==> src/rtl/vga_fb_pkg.sv <==
// Shared constants and types for the framebuffer arbiter slice.
package vga_fb_pkg;

    localparam int FB_ADDR_W = 17;
    localparam int FB_DATA_W = 12;
    localparam int FB_DEPTH  = 76800;
    localparam int READ_LAT  = 3;

    typedef logic [FB_DATA_W-1:0] pixel_t;

    typedef enum logic {
        ST_IDLE,
        ST_CLEAR
    } state_t;

endpackage

==> src/rtl/vga_fb_arbiter_if.sv <==
// Scanout, writer, clear and RAM-side signals of the framebuffer arbiter.
interface vga_fb_arbiter_if
    import vga_fb_pkg::*;
#(
    parameter int ADDR_W = FB_ADDR_W,
    parameter int DATA_W = FB_DATA_W
) ();

    logic              rd_req;
    logic [ADDR_W-1:0] rd_addr;
    logic              rd_valid;
    logic [DATA_W-1:0] rd_data;
    logic              wr_valid;
    logic [ADDR_W-1:0] wr_addr;
    logic [DATA_W-1:0] wr_data;
    logic              wr_ready;
    logic              clear_start;
    logic [DATA_W-1:0] clear_color;
    logic              clear_busy;
    logic              clear_done;
    logic              mem_en;
    logic              mem_we;
    logic [ADDR_W-1:0] mem_addr;
    logic [DATA_W-1:0] mem_wdata;
    logic [DATA_W-1:0] mem_rdata;

    modport master (
        output rd_req, rd_addr, wr_valid, wr_addr, wr_data, clear_start, clear_color, mem_rdata,
        input  rd_valid, rd_data, wr_ready, clear_busy, clear_done, mem_en, mem_we, mem_addr, mem_wdata
    );

    modport slave (
        input  rd_req, rd_addr, wr_valid, wr_addr, wr_data, clear_start, clear_color, mem_rdata,
        output rd_valid, rd_data, wr_ready, clear_busy, clear_done, mem_en, mem_we, mem_addr, mem_wdata
    );

endinterface

==> src/rtl/vga_fb_wr_fifo.sv <==
// Two-entry synchronous FIFO buffering writer requests; exposes next-cycle fullness.
module vga_fb_wr_fifo #(
    parameter int W = 29
) (
    input  logic         clk,
    input  logic         rst,
    input  logic         push,
    input  logic [W-1:0] push_data,
    input  logic         pop,
    output logic [W-1:0] head,
    output logic         empty,
    output logic         full_next
);

    logic [W-1:0] mem [2];
    logic         wr_ptr;
    logic         rd_ptr;
    logic [1:0]   count;
    logic [1:0]   count_next;
    logic         push_ok;
    logic         pop_ok;

    assign pop_ok  = pop && (count != 2'd0);
    assign push_ok = push && ((count != 2'd2) || pop_ok);

    always_comb begin
        count_next = count;
        if (push_ok && !pop_ok) begin
            count_next = count + 2'd1;
        end else if (pop_ok && !push_ok) begin
            count_next = count - 2'd1;
        end
    end

    always_ff @(posedge clk) begin
        if (rst) begin
            wr_ptr <= 1'b0;
            rd_ptr <= 1'b0;
            count  <= 2'd0;
        end else begin
            if (push_ok) begin
                mem[wr_ptr] <= push_data;
                wr_ptr      <= ~wr_ptr;
            end
            if (pop_ok) begin
                rd_ptr <= ~rd_ptr;
            end
            count <= count_next;
        end
    end

    assign head      = mem[rd_ptr];
    assign empty     = (count == 2'd0);
    assign full_next = (count_next == 2'd2);

endmodule

==> src/rtl/vga_fb_arbiter.sv <==
// Framebuffer RAM arbiter: fixed-latency scanout reads, buffered writer, clear engine.
// Optional stall/drop counters are built when VGA_FB_ARB_STATS_EN is defined.
//
// state    | meaning
// ST_IDLE  | reads first, then buffered writes; a pending clear waits for the FIFO to drain
// ST_CLEAR | clear engine fills every slot not taken by a read, writer is held off
module vga_fb_arbiter
    import vga_fb_pkg::*;
#(
    parameter int ADDR_W = FB_ADDR_W,
    parameter int DATA_W = FB_DATA_W,
    parameter int DEPTH  = FB_DEPTH
) (
    input  logic              clk,
    input  logic              rst,
`ifdef VGA_FB_ARB_STATS_EN
    output logic [15:0]       stall_cnt,
    output logic [15:0]       drop_cnt,
`endif
    vga_fb_arbiter_if.slave   bus
);

    localparam logic [ADDR_W-1:0] DEPTH_A = ADDR_W'(DEPTH);
    localparam logic [ADDR_W-1:0] LAST_A  = ADDR_W'(DEPTH - 1);
    localparam int                ENT_W   = ADDR_W + DATA_W;

    state_t            state, state_next;
    logic [ADDR_W-1:0] clr_addr, clr_addr_next;
    logic [DATA_W-1:0] clr_color, clr_color_next;
    logic              clr_pend, clr_pend_next;
    logic              done_next;
    logic              mem_en_n, mem_we_n;
    logic [ADDR_W-1:0] mem_addr_n;
    logic [DATA_W-1:0] mem_wdata_n;
    logic              push, pop;
    logic [ENT_W-1:0]  head;
    logic              fifo_empty, fifo_full_next;
    logic [ADDR_W-1:0] head_addr;
    logic [DATA_W-1:0] head_data;
    logic              head_in_range, rd_in_range;
    logic              wr_ready_q;
    logic              rd_p1, rd_p2, rd_oor1, rd_oor2;

    assign head_addr      = head[ENT_W-1:DATA_W];
    assign head_data      = head[DATA_W-1:0];
    assign head_in_range  = (head_addr < DEPTH_A);
    assign rd_in_range    = (bus.rd_addr < DEPTH_A);
    assign push           = bus.wr_valid && wr_ready_q;
    assign bus.wr_ready   = wr_ready_q;
    assign bus.clear_busy = (state == ST_CLEAR);

    vga_fb_wr_fifo #(.W(ENT_W)) u_fifo (
        .clk       (clk),
        .rst       (rst),
        .push      (push),
        .push_data ({bus.wr_addr, bus.wr_data}),
        .pop       (pop),
        .head      (head),
        .empty     (fifo_empty),
        .full_next (fifo_full_next)
    );

    always_comb begin
        state_next     = state;
        clr_addr_next  = clr_addr;
        clr_color_next = clr_color;
        clr_pend_next  = clr_pend;
        done_next      = 1'b0;
        pop            = 1'b0;
        mem_en_n       = 1'b0;
        mem_we_n       = 1'b0;
        mem_addr_n     = '0;
        mem_wdata_n    = '0;

        // A read owns its slot even when out of range, so its latency never moves.
        if (bus.rd_req) begin
            mem_en_n   = rd_in_range;
            mem_addr_n = rd_in_range ? bus.rd_addr : '0;
        end

        case (state)
            ST_IDLE: begin
                if (bus.clear_start) begin
                    clr_pend_next  = 1'b1;
                    clr_color_next = bus.clear_color;
                end
                if (!bus.rd_req && !fifo_empty) begin
                    pop         = 1'b1;
                    mem_en_n    = head_in_range;
                    mem_we_n    = head_in_range;
                    mem_addr_n  = head_in_range ? head_addr : '0;
                    mem_wdata_n = head_in_range ? head_data : '0;
                end
                if ((bus.clear_start || clr_pend) && fifo_empty) begin
                    state_next    = ST_CLEAR;
                    clr_addr_next = '0;
                    clr_pend_next = 1'b0;
                end
            end
            ST_CLEAR: begin
                if (!bus.rd_req) begin
                    mem_en_n    = 1'b1;
                    mem_we_n    = 1'b1;
                    mem_addr_n  = clr_addr;
                    mem_wdata_n = clr_color;
                    if (clr_addr == LAST_A) begin
                        state_next = ST_IDLE;
                        done_next  = 1'b1;
                    end else begin
                        clr_addr_next = clr_addr + ADDR_W'(1);
                    end
                end
            end
            default: state_next = ST_IDLE;
        endcase
    end

    always_ff @(posedge clk) begin
        if (rst) begin
            state          <= ST_IDLE;
            clr_addr       <= '0;
            clr_color      <= '0;
            clr_pend       <= 1'b0;
            wr_ready_q     <= 1'b1;
            bus.clear_done <= 1'b0;
            bus.mem_en     <= 1'b0;
            bus.mem_we     <= 1'b0;
            bus.mem_addr   <= '0;
            bus.mem_wdata  <= '0;
            rd_p1          <= 1'b0;
            rd_p2          <= 1'b0;
            rd_oor1        <= 1'b0;
            rd_oor2        <= 1'b0;
            bus.rd_valid   <= 1'b0;
            bus.rd_data    <= '0;
        end else begin
            state          <= state_next;
            clr_addr       <= clr_addr_next;
            clr_color      <= clr_color_next;
            clr_pend       <= clr_pend_next;
            wr_ready_q     <= !fifo_full_next && (state_next == ST_IDLE);
            bus.clear_done <= done_next;
            bus.mem_en     <= mem_en_n;
            bus.mem_we     <= mem_we_n;
            bus.mem_addr   <= mem_addr_n;
            bus.mem_wdata  <= mem_wdata_n;
            rd_p1          <= bus.rd_req;
            rd_oor1        <= bus.rd_req && !rd_in_range;
            rd_p2          <= rd_p1;
            rd_oor2        <= rd_oor1;
            bus.rd_valid   <= rd_p2;
            bus.rd_data    <= (rd_p2 && !rd_oor2) ? bus.mem_rdata : '0;
        end
    end

`ifdef VGA_FB_ARB_STATS_EN
    always_ff @(posedge clk) begin
        if (rst) begin
            stall_cnt <= '0;
            drop_cnt  <= '0;
        end else begin
            if (bus.wr_valid && !wr_ready_q && (stall_cnt != 16'hFFFF)) begin
                stall_cnt <= stall_cnt + 16'd1;
            end
            if (pop && !head_in_range && (drop_cnt != 16'hFFFF)) begin
                drop_cnt <= drop_cnt + 16'd1;
            end
        end
    end
`else
    // Without the stats build nothing observes stalls or dropped writes.
`endif

endmodule

==> src/flat_wrapper.sv <==
// flat-port wrapper written by rule: the top's interface ports become plain ports
module vga_fb_arbiter_flat import vga_fb_pkg::*;
#(
    parameter int ADDR_W = FB_ADDR_W,
    parameter int DATA_W = FB_DATA_W,
    parameter int DEPTH  = FB_DEPTH
)
  (clk, rst, bus_rd_req, bus_rd_addr, bus_wr_valid, bus_wr_addr, bus_wr_data, bus_clear_start, bus_clear_color, bus_mem_rdata, bus_rd_valid, bus_rd_data, bus_wr_ready, bus_clear_busy, bus_clear_done, bus_mem_en, bus_mem_we, bus_mem_addr, bus_mem_wdata);
  vga_fb_arbiter_if #(.ADDR_W(ADDR_W), .DATA_W(DATA_W)) bus_i ();
  input  logic clk;
  input  logic rst;
  input wire logic [$bits(bus_i.rd_req)-1:0] bus_rd_req;
  input wire logic [$bits(bus_i.rd_addr)-1:0] bus_rd_addr;
  input wire logic [$bits(bus_i.wr_valid)-1:0] bus_wr_valid;
  input wire logic [$bits(bus_i.wr_addr)-1:0] bus_wr_addr;
  input wire logic [$bits(bus_i.wr_data)-1:0] bus_wr_data;
  input wire logic [$bits(bus_i.clear_start)-1:0] bus_clear_start;
  input wire logic [$bits(bus_i.clear_color)-1:0] bus_clear_color;
  input wire logic [$bits(bus_i.mem_rdata)-1:0] bus_mem_rdata;
  output wire logic [$bits(bus_i.rd_valid)-1:0] bus_rd_valid;
  output wire logic [$bits(bus_i.rd_data)-1:0] bus_rd_data;
  output wire logic [$bits(bus_i.wr_ready)-1:0] bus_wr_ready;
  output wire logic [$bits(bus_i.clear_busy)-1:0] bus_clear_busy;
  output wire logic [$bits(bus_i.clear_done)-1:0] bus_clear_done;
  output wire logic [$bits(bus_i.mem_en)-1:0] bus_mem_en;
  output wire logic [$bits(bus_i.mem_we)-1:0] bus_mem_we;
  output wire logic [$bits(bus_i.mem_addr)-1:0] bus_mem_addr;
  output wire logic [$bits(bus_i.mem_wdata)-1:0] bus_mem_wdata;
  assign bus_i.rd_req = bus_rd_req;
  assign bus_i.rd_addr = bus_rd_addr;
  assign bus_i.wr_valid = bus_wr_valid;
  assign bus_i.wr_addr = bus_wr_addr;
  assign bus_i.wr_data = bus_wr_data;
  assign bus_i.clear_start = bus_clear_start;
  assign bus_i.clear_color = bus_clear_color;
  assign bus_i.mem_rdata = bus_mem_rdata;
  assign bus_rd_valid = bus_i.rd_valid;
  assign bus_rd_data = bus_i.rd_data;
  assign bus_wr_ready = bus_i.wr_ready;
  assign bus_clear_busy = bus_i.clear_busy;
  assign bus_clear_done = bus_i.clear_done;
  assign bus_mem_en = bus_i.mem_en;
  assign bus_mem_we = bus_i.mem_we;
  assign bus_mem_addr = bus_i.mem_addr;
  assign bus_mem_wdata = bus_i.mem_wdata;
  vga_fb_arbiter #(.ADDR_W(ADDR_W), .DATA_W(DATA_W), .DEPTH(DEPTH)) u_core (.clk(clk), .rst(rst), .bus(bus_i));
endmodule
==> config.mk <==
export PLATFORM = sky130hd
export DESIGN_NAME = vga_fb_arbiter_flat
export DESIGN_NICKNAME = d
export VERILOG_FILES = /design/src/rtl/vga_fb_pkg.sv /design/src/rtl/vga_fb_arbiter_if.sv /design/src/rtl/vga_fb_wr_fifo.sv /design/src/rtl/vga_fb_arbiter.sv /design/src/flat_wrapper.sv
export SDC_FILE = /design/constraint.sdc
export NUM_CORES = 1
export LEC_CHECK = 0
export BUFFER_PORTS_ARGS = -buffer_cell sky130_fd_sc_hd__buf_2
export CAP_MARGIN = 15
export CORE_MARGIN = 4
export CORE_UTILIZATION = 54
export CTS_CLUSTER_SIZE = 10
export DETAILED_ROUTE_END_ITERATION = 10
export GPL_TIMING_DRIVEN = 0
export PLACE_DENSITY = 0.82
export SLEW_MARGIN = 15
export SYNTH_ARGS = -nofsm -noshare
export SYNTH_HDL_FRONTEND = slang
export SYNTH_SLANG_ARGS = --single-unit
==> constraint.sdc <==
create_clock -name clk -period 5.4 [get_ports clk]
set_clock_uncertainty 0.05 [all_clocks]
set_input_delay 0.54 -clock clk [delete_from_list [all_inputs] [get_ports clk]]
set_output_delay 0.54 -clock clk [all_outputs]
set_load 0.03 [all_outputs]
==> flow_metrics.env, run 1 <==
export IMPL_outcome="complete, no violations"
export IMPL_grt_pass1_vias=4131
export IMPL_p_switching_uw=926
export IMPL_synthCells=479
export IMPL_intPower_mw=2.12
export IMPL_die_area_um2=12100
export IMPL_fp_coreArea_um2=9950
export IMPL_synthTopCellsByCount="dfxtp_1, nand2_1, edfxtp_1"
export IMPL_comb_power_share=0.210
export IMPL_cts_hold_buf=0
export IMPL_regArea_um2=3460
export IMPL_cts_buffers=17
export IMPL_irDropWorstVdd_mv=0.267
export IMPL_synth_cell_type_count=64
export IMPL_pwr_share_seq=0.426
export IMPL_r2r_cells=8
export IMPL_start_util=0.563
export IMPL_max_freq_ghz=0.361
export IMPL_track_usage=0.228
export IMPL_yosysMostFrequentCell="dfxtp_1"
export IMPL_antenna_found_initial=0
export IMPL_areaGrowthSynthToFinish_pct=24.5
export IMPL_cpMostUsedCell="buf_4"
export IMPL_post_cts_buffers=0
export IMPL_critical_path_arrival_ns=2.95
export IMPL_synth_seq_cells=144
export IMPL_num_fill_cells=702
export IMPL_overflow=0
export IMPL_hold_path_class="in2reg"
export IMPL_diodes=0
export IMPL_critPathCaptureType="register"
export IMPL_p_leak_nw=2.74
export IMPL_p_total_mw=3.05
export IMPL_placed_area_um2=6410
export IMPL_synth_fp_nets=557
export IMPL_synth_seq_area_share=0.618
export IMPL_drive_above_1_share=0.313
export IMPL_slowest_delay_ns=0.48
export IMPL_pre_cts_slack_ns=2.50
export IMPL_post_synth_instance_area_um2=5610
export IMPL_root_buffer="clkbuf_8"
export IMPL_multiInputGateArea_um2=2000
export IMPL_startpoint="u_core.u_fifo.count[1]$_SDFF_PP0_"
export IMPL_clockBufferDepth=2
export IMPL_clkTransAtPathRegs_ns=0.07
export IMPL_routed_via_density=5.59
export IMPL_timing_final_ws_setup_ns=2.63
export IMPL_dr_total_vias=4295
export IMPL_yosys_area_top_type="edfxtp_1"
export IMPL_pwr_share_clk=0.364
export IMPL_dr_pass1_iters=5
export IMPL_hpwl_um=9340
export IMPL_critPathMaxFanout=11
export IMPL_critPathSlowestCell="or3_1"
export IMPL_synthFlopType="dfxtp_1"
export IMPL_tritoncts="yes"
export IMPL_r2r_end="u_core.u_fifo.mem[0][19]$_DFFE_PP_"
export IMPL_insertion_delay_ns=0.53
export IMPL_grt_max_degree=30
export IMPL_async_flop_share=0
export IMPL_avgSynthCellArea_um2=11.7
export IMPL_setup_viol=0
export IMPL_gp_congestion=0.920
export IMPL_worstMarginPinSlew_ns=0.826
export IMPL_hold_slack_ns=0.149
export IMPL_crit_path_start_kind="register"
export IMPL_drtIter0Drc=346
export IMPL_criticalPathCategory="reg2reg"
export IMPL_postLayoutCoreUtil=0.701
export IMPL_path_cells="inv_1 -> ha_1 -> or3_1 -> a21oi_1 -> nor3b_2 -> buf_4 -> buf_4 -> buf_4"
export IMPL_htreeDepth=4
export IMPL_wl_per_cell_um=17.4
export IMPL_synth_top_area_frac=0.311
export IMPL_swShare=0.304
export IMPL_rows=36
export IMPL_powerDensity_nw_per_um2=437
export IMPL_yosys_warnings=0
export IMPL_crit_required_ns=5.58
export IMPL_synth_edff_count=58
export IMPL_die_h_um=110
export IMPL_finalCritPeriodShare=0.512
export IMPL_grt_pass1_wl_um=20500
export IMPL_final_cell_area_um2=6980
export IMPL_finalHoldViolCount=0
export IMPL_rrSetupSlack_ns=2.63
export IMPL_nNetsFinal=700
export IMPL_cap_violations=0
export IMPL_io_pins=122
export IMPL_die_w_um=110
export IMPL_route_detailed_drc=0
export IMPL_slew_viol_final=0
export IMPL_cts_resized=0
export IMPL_reg2reg_from="u_core.u_fifo.count[1]$_SDFF_PP0_"
export IMPL_port_buffers=121
export IMPL_critPathCapture="u_core.u_fifo.mem[0][19]$_DFFE_PP_"
export IMPL_postRouteAntennaNets=0
export IMPL_max_slew_margin_rel=0.445
export IMPL_rsz0062_at_grt="false"
export IMPL_period_needed_ns=2.77
export IMPL_yosys_top_cells_area="edfxtp_1, dfxtp_1, mux2i_1"
export IMPL_clock_sinks=144
export IMPL_drt_wl_total_um=13400
## layer usage
layer | up-vias | GRT usage | wire length (um)
met1 | 2004 | 0.279 | 5170
met3 | 39 | 0.0669 | 1180
met5 | - | 0 | 0
met2 | 223 | 0.375 | 6630
met4 | 0 | 0.0953 | 388
li1 | 2029 | - | -
## power groups by stage
stage | Clock [mW] | Combinational, mW | Sequential [mW]
2_1_floorplan | 0 | 0.381 | 1.38
3_3_place_gp | 0 | 0.604 | 1.32
3_5_place_dp | 0 | 0.631 | 1.32
4_1_cts | 1.12 | 0.640 | 1.30
5_1_grt | 1.17 | 0.693 | 1.31
6_report | 1.11 | 0.641 | 1.30
## cell type report
type                    instances  share of cell area
flip-flops and latches        144               0.496
multi-input cells             305               0.286
repair buffers                124              0.0900
clock buffers                  20              0.0685
well taps                     133              0.0238
plain buffers                  26              0.0195
clock inverters                12              0.0136
inverters                       4             0.00215
## placed cells by master, fill, tap and decap left out, types with 6 or more instances in the layout
cell type	count
nor2b_1	9
o22ai_2	10
nor2_1	27
clkbuf_16	18
clkbuf_1	13
o21ai_0	16
mux2i_1	29
a31oi_1	12
nand3_1	6
dfxtp_1	86
and2_1	13
nand2_1	65
edfxtp_1	58
buf_2	128
a21oi_1	25
## metrics by stage
step                      TNS [ns]  cells
after detailed placement         0    736
after global placement      -0.506    733
after floorplan                  0    479
after CTS                        0    768
after global routing             0    768
final                            0    768
## worst min-delay path by stage
stage | slack (ns) | endpoint | startpoint | cells after the start
2_1_floorplan | 0.36 | u_core.rd_oor2$_SDFF_PP0_ | u_core.rd_oor1$_SDFF_PP0_ | 1
3_3_place_gp | 0.38 | u_core.rd_p2$_SDFF_PP0_ | u_core.rd_p1$_SDFF_PP0_ | 1
3_5_place_dp | 0.38 | u_core.rd_p2$_SDFF_PP0_ | u_core.rd_p1$_SDFF_PP0_ | 1
4_1_cts | 0.14 | u_core.u_fifo.mem[0][23]$_DFFE_PP_ | bus_wr_addr[11] | 1
5_1_grt | 0.13 | u_core.u_fifo.mem[0][1]$_DFFE_PP_ | bus_wr_data[1] | 1
6_report | 0.15 | u_core.u_fifo.mem[1][3]$_DFFE_PP_ | bus_wr_data[3] | 1
## state kept, by name, summed over array words and instances (netlist names), 2 cells and up, named ones only
register and flops:
u_core.u_fifo.mem 58, u_core.clr_color 12, u_core.u_fifo.count 2, u_core.bus.mem_wdata 12, u_core.bus.mem_addr 17, u_core.bus.rd_data 12, u_core.clr_addr 17
## worst max-delay path, delay by kind of cell, from the launching register on
kind / cells / cell delay, ns
flip-flops: 1 / 0.37
AND/OR/NAND/NOR: 2 / 0.71
adder cells (fa/ha/maj): 1 / 0.26
AO/OA/AOI/OAI: 1 / 0.32
buffers and inverters: 4 / 0.75
## cells by family after synthesis
family                   count (synthesis)  share of synthesized area
AO/OA/AOI/OAI                          105                      0.133
XOR/XNOR                                 9                     0.0141
adder cells (fa/ha/maj)                  3                    0.00670
buffers and inverters                   30                     0.0270
flip-flops                             144                      0.618
multiplexers                            29                     0.0518
AND/OR/NAND/NOR                        159                      0.150
No activity file was read; power rests on OpenSTA's default activity.
==> run 2, diff against run 1 <==
==> constraint.sdc (replaced) <==
create_clock -name clk -period 2.57 [get_ports clk]
set_clock_uncertainty 0.05 [all_clocks]
set_input_delay 0.257 -clock clk [delete_from_list [all_inputs] [get_ports clk]]
set_output_delay 0.257 -clock clk [all_outputs]
set_load 0.03 [all_outputs]
==> run 2 against run 1 <==
First-iteration DRC count increased by 12%. Non-clock buffer count increased by 60. Largest cell class unchanged. Design area increased by 9.1%. Critical path type unchanged.
==> flow_metrics.env, run 2 (synthesis results as in run 1) <==
export IMPL_grt_pass1_wl_um=22600
export IMPL_finalCritPeriodShare=0.952
export IMPL_crit_required_ns=2.68
export IMPL_hold_path_class="in2reg"
export IMPL_regMostFlops="u_core.u_fifo.mem"
export IMPL_period_needed_ns=2.45
export IMPL_swShare=0.316
export IMPL_diodes=0
export IMPL_antenna_found_initial=0
export IMPL_areaGrowthSynthToFinish_pct=35.8
export IMPL_multiInputGateArea_um2=2010
export IMPL_setup_viol=0
export IMPL_fp_coreArea_um2=9950
export IMPL_largest_reg_flops=58
export IMPL_nNetsFinal=760
export IMPL_die_area_um2=12100
export IMPL_htreeDepth=4
export IMPL_rsz0062_at_grt="false"
export IMPL_route_detailed_drc=0
export IMPL_track_usage=0.248
export IMPL_gp_congestion=0.863
export IMPL_crit_path_start_kind="register"
export IMPL_p_leak_nw=3.00
export IMPL_final_cell_area_um2=7610
export IMPL_finalHoldViolCount=0
export IMPL_root_buffer="clkbuf_8"
export IMPL_biggestRegsByFlops="u_core.u_fifo.mem: 58 flops, u_core.bus.mem_addr: 17 flops, u_core.clr_addr: 17 flops"
export IMPL_path_cells="inv_1 -> ha_1 -> or3_1 -> a21oi_2 -> and3b_4"
export IMPL_p_total_mw=6.55
export IMPL_dr_total_vias=4603
export IMPL_critPathCaptureType="register"
export IMPL_layout_commonest_cell="buf_2"
export IMPL_drive_above_1_share=0.291
export IMPL_placed_area_um2=6420
export IMPL_num_fill_cells=609
export IMPL_grt_max_degree=30
export IMPL_critPathSlowestCell="and3b_4"
export IMPL_die_w_um=110
export IMPL_clkTransAtPathRegs_ns=0.06
export IMPL_routed_via_density=5.56
export IMPL_worst_path_buf_inv=1
export IMPL_max_slew_margin_rel=0.408
export IMPL_drtIter0Drc=387
export IMPL_grt_pass1_vias=4641
export IMPL_overflow=0
export IMPL_clock_sinks=144
export IMPL_rows=36
export IMPL_drt_wl_total_um=14500
export IMPL_postRouteAntennaNets=0
export IMPL_slowest_delay_ns=0.56
export IMPL_clockBufferDepth=2
export IMPL_criticalPathCategory="reg2reg"
export IMPL_die_h_um=110
export IMPL_powerDensity_nw_per_um2=860
export IMPL_hpwl_um=9190
export IMPL_outcome="complete, no violations"
export IMPL_worstMarginPinSlew_ns=0.881
export IMPL_cts_buffers=17
export IMPL_critical_path_arrival_ns=2.56
export IMPL_start_util=0.563
export IMPL_port_buffers=121
export IMPL_dr_pass1_iters=6
export IMPL_final_cell_mix="buf_2, dfxtp_1, nand2_1"
export IMPL_critPathMaxFanout=29
export IMPL_io_pins=122
export IMPL_max_freq_ghz=0.409
export IMPL_intPower_mw=4.48
export IMPL_p_switching_mw=2.07
export IMPL_hold_slack_ns=0.0216
export IMPL_insertion_delay_ns=0.52
export IMPL_irDropWorstVdd_mv=0.522
export IMPL_slew_viol_final=0
export IMPL_tritoncts="yes"
export IMPL_regArea_um2=3460
export IMPL_comb_power_share=0.227
export IMPL_pwr_share_clk=0.356
export IMPL_wl_per_cell_um=17.5
export IMPL_cap_violations=0
export IMPL_cpLargestDelayFamily="simple AND/OR/NAND/NOR gates"
export IMPL_pwr_share_seq=0.417
run 2: cell count changes in the layout (fill, tap and decap cells not counted), sizes merged:
cell         delta
inv             +5
clkbuf          -2
clkinv          -3
buf             +2
dlygate4sd3    +58
run 2: layout make-up:
cell class | count | area share
plain buffers | 26 | 0.0179
repair buffers | 184 | 0.165
flip-flops and latches | 144 | 0.455
clock inverters | 14 | 0.0179
multi-input cells | 305 | 0.264
clock buffers | 18 | 0.0562
inverters | 4 | 0.00197
well taps | 133 | 0.0219
run 2: per-stage QoR:
step,worst slack (ns),instances,utilization,setup TNS (ns)
floorplan,0.0145,479,-,0
global placement,-0.498,733,0.642,-26.54
detailed placement,-0.225,734,0.645,-6.26
CTS,0.0691,828,0.764,0
global route,0.0414,828,0.765,0
finish,0.123,828,0.765,0
run 2: repair_timing:
| action | CTS | global route |
|---|---|---|
| buffers inserted | 4 | 0 |
| hold buffers | 58 | 0 |
| endpoints found under the setup margin | 58 | 29 |
| endpoints found under the hold margin | 87 | 0 |
| resized for setup | 1 | 1 |
| pin swaps | 0 | 1 |
run 2: worst register-to-register path, cell delays in order, from the launching register on:
cell and delay [ns]:
dfxtp_1 0.38, inv_1 0.08, ha_1 0.25, or3_1 0.49, a21oi_2 0.27, and3b_4 0.56
run 2: final timing paths:
path                                           from                                 end  slack, ns  depth (start not counted)
hold reg to reg             u_core.rd_p1$_SDFF_PP0_             u_core.rd_p2$_SDFF_PP0_       0.40                          1
setup / recovery  u_core.u_fifo.count[1]$_SDFF_PP0_  u_core.u_fifo.mem[1][27]$_DFFE_PP_       0.12                          5
hold / removal                       bus_rd_addr[9]   u_core.bus.mem_addr[9]$_SDFF_PP0_       0.02                          3
setup reg to reg  u_core.u_fifo.count[1]$_SDFF_PP0_  u_core.u_fifo.mem[1][27]$_DFFE_PP_       0.12                          5
run 2: power by group through the flow:
| stage | Combinational, mW | Clock, mW | Sequential [mW] |
|---|---|---|---|
| final | 1.49 | 2.33 | 2.73 |
| after CTS | 1.46 | 2.35 | 2.73 |
| after detailed placement | 1.34 | 0 | 2.77 |
| after global routing | 1.59 | 2.45 | 2.75 |
| after global placement | 1.28 | 0 | 2.77 |
| after floorplan | 0.807 | 0 | 2.90 |
run 2: routing by layer:
layer,share of wire,track usage,vias up
met4,0.034,0.126,0
met5,0,0,-
li1,-,-,2150
met1,0.40,0.298,2169
met3,0.069,0.0446,47
met2,0.50,0.424,237
